`src/rtl/seg_scan_mux.sv`:
```
// seg_scan_mux: double-buffered 4-digit seven-segment scanner with guard-blanked anode multiplexing
module seg_scan_mux #(
  parameter int REFRESH_DIV = 25000,
  parameter int ON_TICKS    = 3
) (
  input  logic        clk,
  input  logic        clr,
  input  logic [15:0] din,
  input  logic [3:0]  dp_in,
  input  logic        blank_lz,
  input  logic        din_valid,
  output logic        din_ready,
  output logic [6:0]  seg,
  output logic        dp,
  output logic [3:0]  an,
  output logic        frame_done
);
  localparam int DW = $clog2(REFRESH_DIV);
  localparam int TW = $clog2(ON_TICKS + 1);
  localparam logic [6:0] LUT [16] = '{
    7'b0000001, 7'b1001111, 7'b0010010, 7'b0000110, 7'b1001100,
    7'b0100100, 7'b0100000, 7'b0001111, 7'b0000000, 7'b0000100,
    7'b1111110, 7'b1111110, 7'b1111110, 7'b1111110, 7'b1111110, 7'b1111110};
  typedef enum logic {GUARD, ON} state_t;
  state_t      state;
  logic [DW-1:0] cnt;
  logic [TW-1:0] tcnt;
  logic [1:0]  d;
  logic [15:0] sh, act, act_sh;
  logic [3:0]  sh_dp, act_dp, v;
  logic        sh_full, tick, last_on, bnd, lz;
  assign din_ready = ~sh_full;
  assign tick      = cnt == DW'(REFRESH_DIV - 1);
  assign last_on   = state == ON && tcnt == TW'(ON_TICKS - 1);
  assign bnd       = tick && last_on && d == 2'd3;
  assign act_sh    = act >> {d, 2'b00};
  assign v         = act_sh[3:0];
  // a digit is a leading zero when it and everything above it is zero
  assign lz        = blank_lz && d != 2'd0 && act_sh == 16'd0;
  always_ff @(posedge clk or posedge clr)
    if (clr) begin
      cnt        <= '0;
      tcnt       <= '0;
      state      <= GUARD;
      d          <= 2'd0;
      sh         <= '0;
      sh_dp      <= '0;
      sh_full    <= 1'b0;
      act        <= '0;
      act_dp     <= '0;
      seg        <= 7'h7f;
      dp         <= 1'b1;
      an         <= 4'hf;
      frame_done <= 1'b0;
    end else begin
      cnt <= tick ? '0 : cnt + 1'b1;
      if (tick) begin
        if (state == GUARD) begin
          state <= ON;
          tcnt  <= '0;
        end else if (last_on) begin
          state <= GUARD;
          d     <= d + 1'b1;
        end else
          tcnt <= tcnt + 1'b1;
      end
      if (bnd && sh_full) begin
        act     <= sh;
        act_dp  <= sh_dp;
        sh_full <= 1'b0;
      end else if (din_valid && !sh_full) begin
        sh      <= din;
        sh_dp   <= dp_in;
        sh_full <= 1'b1;
      end
      an         <= state == ON ? ~(4'b1 << d) : 4'hf;
      seg        <= state == ON && !lz ? LUT[v] : 7'h7f;
      dp         <= ~(state == ON && act_dp[d]);
      frame_done <= bnd;
    end
endmodule
```
`config.mk`:
```
export PLATFORM = sky130hd
export DESIGN_NAME = seg_scan_mux
export DESIGN_NICKNAME = d
export VERILOG_FILES = /design/src/rtl/seg_scan_mux.sv
export SDC_FILE = /design/constraint.sdc
export NUM_CORES = 1
export LEC_CHECK = 0
export CAP_MARGIN = 0
export CORE_UTILIZATION = 30
export DETAILED_ROUTE_END_ITERATION = 12
export PLACE_DENSITY = 0.58
export RECOVER_POWER = 100
export SETUP_SLACK_MARGIN = 0.1
export SYNTH_ARGS = -nofsm -noshare
export SYNTH_HDL_FRONTEND = slang
export SYNTH_SLANG_ARGS = --single-unit
```
`constraint.sdc`:
```
create_clock -name clk -period 3.3 [get_ports clk]
set_input_delay 0.495 -clock clk [delete_from_list [all_inputs] [get_ports clk]]
set_output_delay 0.495 -clock clk [all_outputs]
set_load 0.05 [all_outputs]
```
; ---- Yosys cells after proc, flatten, opt, wreduce, memory -nomap -nowiden
; Memory sizes are Yosys's and may differ from the RTL's.
; Cells that the tools add are included.
[word_totals]
regBits = 74
romBits = 112
inputBits = 24
output_inout_bits = 14
word_cells = 60
mem_count = 1
[classes]
addsub = 3
order_cmp = 2
eq_ne = 4
n_shift = 2
mux = 13
bitwise = 5
reduce_logical = 17
[memory_table]
columns = memory, words, width, read_ports, rd_ports_with_merged_regs, write_ports, line_no
row1 = (no name shown), 16, 7, 1, 0, 0, 77  ; seg <= state == ON && !lz ? LUT[v] : 7'h7f;
[ops]
columns = cell, count
row1 = 2-to-1 mux 7 bit, 3
row2 = zero test 16 bit, 1
row3 = >> shifter 16 x 4 -> 16 bit, 1
row4 = adder 15 x 1 -> 15 bit (second input constant), 1
row5 = == test 15 bit (second input constant), 1
row6 = 2-to-1 mux 15 bit, 1
row7 = logical AND 1 bit, 9
row8 = >= comparator 5 bit (second input constant), 1
row9 = 2-to-1 mux 1 bit, 5
row10 = NOT 4 -> 5 bit, 1
row11 = adder 2 x 1 -> 2 bit (second input constant), 2
row12 = == test 2 bit (second input constant), 2
row13 = 2-to-1 mux 2 bit, 2
row14 = 2-to-1 mux 4 bit, 1
row15 = NOT 4 bit, 1
row16 = AND reduction 2 bit, 2
row17 = nonzero test 2 bit, 2
row18 = << shifter 1 x 2 -> 4 bit (first input constant), 1
row19 = less-than comparator 2 x 3 -> 1 bit (second input constant), 1
row20 = NOT 1 bit, 3
row21 = AND reduction 3 bit, 1
row22 = binary-select mux 1 bit (select 2 bit), 1
row23 = zero test 1 bit, 2
row24 = != test 2 bit (second input constant), 1

; ---- Depth between registers and ports, before layout
[logic_depth]
depth_word = 7
depth_mapped = 8
mapped_depth_nobuf = 7

; ---- Worst setup path after synthesis
; OpenSTA, ideal clock, no wires.
[synth_path]
path_type = flip-flop to flip-flop
startpoint = register d[0]
endpoint = register seg[1]
setup_ns = 0.081
arrival_time_ns = 2.317
t_required_ns = 3.219
setup_slack_ns = 0.901
path_stages_with_launch = 9
n_path_buf = 1
period_less_slack_ns = 2.399
cell_sequence = dfrtp_1 clkbuf_1 mux4_2 inv_1 ha_1 nor4b_1 a21oi_1 a311o_1 o211ai_1
[synth_via]
elab_chain_len = 6
elab_cells_between_ends = 12
cone_classes = shift: 1 / mux: 3 / bitwise: 1 / reduce/logical: 6 / memory: 1
[synth_rtl]
columns = item, line_no
row1 = "start, declared", 28  ; logic [1:0] d;
row2 = "start signal, assigned", 63  ; d <= d + 1'b1;
row3 = >> shifter 16 x 4 -> 16 bit or nonzero test 2 bit (tied branches), "36, 39"
row4 = NOT 4 -> 5 bit (not written as such) (tied with other cells), 77
row5 = memory read (16 x 7 bit) or logical AND 1 bit (tied branches), -
row6 = 2-to-1 mux 7 bit (not written as such) or zero test 1 bit (tied branches), 77
row7 = 2-to-1 mux 7 bit (not written as such) or logical AND 1 bit (tied branches), 77
row8 = 2-to-1 mux 7 bit (*), 77
row9 = "end signal, assigned", 77
row10 = "end, declared", 13  ; output logic [6:0] seg,
; Every way passes the cells marked *; elsewhere a longest branch is shown, timed or not. The select of a mux whose other input is x is not followed.
; A chain may end at the register's enable or synchronous reset.

; ---- Worst setup path after layout
[layout_path]
startpoint = register cnt[6]
endpoint = register d[1]
[layout_via]
elab_chain_len = 2
[layout_rtl]
columns = item, line_no
row1 = "start, declared", 26  ; logic [DW-1:0] cnt;
row2 = "start signal, assigned", 56  ; cnt <= tick ? '0 : cnt + 1'b1;
row3 = == test 15 bit, 33  ; assign tick = cnt == DW'(REFRESH_DIV - 1);
row4 = AND reduction 3 bit (no source line), -
; Every way passes these cells.

==> flow_summary.json <==
{
  "grt-ovfl-total": 0,
  "fraction_of_the_cycle_the_final_worst_path_needs_pct": 80.7,
  "unrepaired_setup_endpoints_after_global_routing": "no",
  "sequential_cell_area_mm2": 0.00187,
  "ctsHoldBuffers": 0,
  "seq_area_frac_synth_pct": 56.7,
  "drt_drc_violations_left": 0,
  "worst_r2r_path_depth": 5,
  "multi_input_area_mm2": 0.00130,
  "buffers_added_on_ports": 37,
  "clock_sinks": 74,
  "synth_simple_gate_area_share_pct": 10.6,
  "worst-path-max-fanout": 14,
  "yosys.area.top_type_share_pct": 47.1,
  "drt_wl_total_um": 6000,
  "maxCapViolCount": 0,
  "crit_end": "d[1]",
  "vdd.ir_drop.worst_v": 0.000154,
  "overall_die_area_mm2": 0.0114,
  "final_cell_area_mm2": 0.00398,
  "area_growth_pct": 20.9,
  "synth_cell_type_count": 39,
  "drt_pass1_iterations": 4,
  "route.detailed.wl_per_inst_um": 13.8,
  "postSynthAreaPerCell_um2": 13.1,
  "nNetsFinal": 329,
  "clk_root_buffer_cell": "clkbuf_8",
  "num_antenna_cells": 0,
  "cp_data_required_time_ns": 3.54,
  "slew_violations": 0,
  "count_of_nets_left_with_antenna_violations_after_detail_routing": 0,
  "timing.clock.skew_ns": 0.0121,
  "yosys_register_bits": 74,
  "grt_use_total_pct": 12.0,
  "crit_end_element": "register",
  "clkLatencyLatePin_ns": 0.35,
  "timing.critical_path.slowest_stage_cell": "or4_1",
  "cts_made_buffers": 9,
  "dieWidth_um": 107,
  "layout.filler_cells": 1051,
  "synth_compound_area_share_pct": 4.56,
  "yosysMostFrequentCell": "dfrtp_1",
  "route.vias.total": 2027,
  "via_count_of_the_first_global_routing_pass": 2091,
  "cell_type_with_the_highest_aggregate_area_in_the_netlist": "dfrtp_1",
  "layout_min_cycle_time_ns": 2.66,
  "gp_routability_congestion": 0.806,
  "setup-violations-final": 0,
  "clk_path_buf_depth": 2,
  "r2r_setup_slack_ns": 0.64,
  "cp_slowest_stage_delay_ns": 0.53,
  "run_status": "complete, no violations",
  "power_per_cell_area_mw_per_mm2": 443,
  "count_of_flip_flops_with_a_built_in_enable_after_synthesis": 0,
  "holdCritPathClass": "register to register",
  "design.core.area_mm2": 0.0105,
  "clock_pin_slew_of_the_registers_on_the_worst_case_setup_and_hold_paths_ns": 0.09,
  "netlist_top_cells_count": "62 x dfrtp_1, 22 x mux2_2, 19 x mux2_1, 16 x nor2_1, 14 x nand2_1",
  "drt-vias-per-instance": 4.66,
  "first_iter_violations": 77,
  "r2r-end": "d[1]",
  "synth.area.mux_share_pct": 17.8,
  "tightestPinTransition_ns": 1.29,
  "criticalPathCategory": "register to register",
  "start_kind": "register",
  "synth_top_family_by_area": "multiplexers",
  "fp-row-count": 37,
  "post_cts.resized_instances": 0,
  "timing.hold.worst.start": "cnt[0]",
  "cp-startpoint": "cnt[6]",
  "grt_first_pass_wirelength_um": 10500,
  "cp.arrival_ns": 2.90,
  "netlist_area_mm2": 0.00329,
  "post_synth_xor_area_fraction_pct": 3.19,
  "synthAdderAreaFrac_pct": 4.18,
  "i_o_pins": 38,
  "r2r-start": "cnt[6]",
  "synth.area.top_cells": "dfrtp_1 47%, dfstp_2 9.6%, mux2_2 7.5%",
  "totalNegativeSetupSlack_ns": 0,
  "htreeDepth": 3,
  "final-hold-violation-count": 0,
  "max_freq_mhz": 376,
  "netlist_instances": 252,
  "ys_async_rst_share_pct": 100,
  "synthesis.nets": 287,
  "cts.repair_timing.setup_buffer_count": 0,
  "yosysWarningCount": 0,
  "slew_headroom_pct": 14.1,
  "initial_antenna_violation_count": 0,
  "grt_start_max_net_pins": 41,
  "initial_core_utilization_pct": 31.5,
  "p_leak_nw": 1.70,
  "share_of_final_layout_standard_cells_stronger_than_drive_strength_1_pct": 19.4,
  "tritoncts": "done",
  "synth_flop_cell": "dfrtp_1",
  "post_dp_cell_area_mm2": 0.00382,
  "die_y_um": 107,
  "hpwl_um": 4250,
  "path_cells": "or4_1, nor4_1, clkbuf_1, nor2b_1, mux2_2"
}
==> through the flow <==
stage,instances,hold slack [ns],util (%),setup slack [ns],total power (W)
5_1_grt,435,0.500,38.0,0.279,0.00184
2_1_floorplan,252,0.424,-,0.901,0.00100
4_1_cts,435,0.463,38.5,0.754,0.00179
3_5_place_dp,419,0.451,36.5,0.806,0.00105
6_report,435,0.457,38.0,0.638,0.00176
3_3_place_gp,419,0.440,36.5,0.896,0.00104
==> how the worst min path moves through the flow <==
stage | endpoint | slack (ns) | cells past startpoint
after global routing | cnt[0] | 0.50 | 1
after detailed placement | cnt[0] | 0.45 | 1
after floorplan | cnt[0] | 0.42 | 1
after CTS | cnt[0] | 0.46 | 1
final | cnt[0] | 0.46 | 1
after global placement | cnt[0] | 0.44 | 1
==> logic make-up after synthesis <==
kind of cell    count (synthesis)
compound gates                 25
xor+xnor                       12
fa+ha+maj                      11
buf+inv                        22
flops                          74
mux                            47
simple gates                   61
==> where the power goes <==
group          total [W]  switching (W)  internal [W]  leakage [nW]
Sequential      0.000950      0.0000151      0.000935         0.941
Clock           0.000741       0.000379      0.000362        0.0988
Combinational  0.0000714      0.0000272     0.0000442         0.659
Total            0.00176       0.000421       0.00134          1.70
==> critical path, delay by kind of cell (launching register included) <==
family / cells / cell delay [ns]
AND/OR/NAND/NOR: 3 / 1.25
buffers and inverters: 1 / 0.49
flip-flops: 1 / 0.44
multiplexers: 1 / 0.37
==> cells in the final DEF, fill, tap and decap left out, types with 4 or more instances in the layout <==
| cell | n |
|---|---|
| inv_1 | 12 |
| nor2_1 | 16 |
| mux2_2 | 22 |
| o21ai_0 | 10 |
| ha_1 | 11 |
| a21oi_1 | 5 |
| clkbuf_8 | 9 |
| dfrtp_1 | 62 |
| clkdlybuf4s50_1 | 21 |
| nor4_1 | 4 |
| dlygate4sd3_1 | 16 |
| dfstp_2 | 12 |
| nor2b_1 | 5 |
| xor2_1 | 9 |
| nand3_1 | 4 |
| mux4_2 | 5 |
| nand2_1 | 14 |
| mux2_1 | 19 |
==> state kept, by name, indices dropped and copies added (netlist names) <==
register,cells
tcnt,2
cnt,15
dp,1
an,4
act,16
sh_full,1
act_dp,4
state,1
seg,7
frame_done,1
d,2
sh,16
sh_dp,4
==> layer usage <==
| layer | up-vias | track usage, % | part of all wire, % |
|---|---|---|---|
| met5 | - | 0 | 0 |
| met4 | 0 | 6.75 | 2.0 |
| met3 | 9 | 2.55 | 3.2 |
| met2 | 42 | 18.2 | 46 |
| met1 | 1010 | 16.0 | 49 |
| li1 | 966 | - | - |
==> layout make-up <==
| class | count | share of cell area [%] |
|---|---|---|
| repair buffers | 41 | 9.81 |
| well taps | 136 | 4.28 |
| flip-flops and latches | 74 | 46.9 |
| clock buffers | 9 | 3.11 |
| multi-input cells | 156 | 32.7 |
| clock inverters | 7 | 2.08 |
| inverters | 12 | 1.13 |
Note: power is estimated with default switching activity, not from simulation.
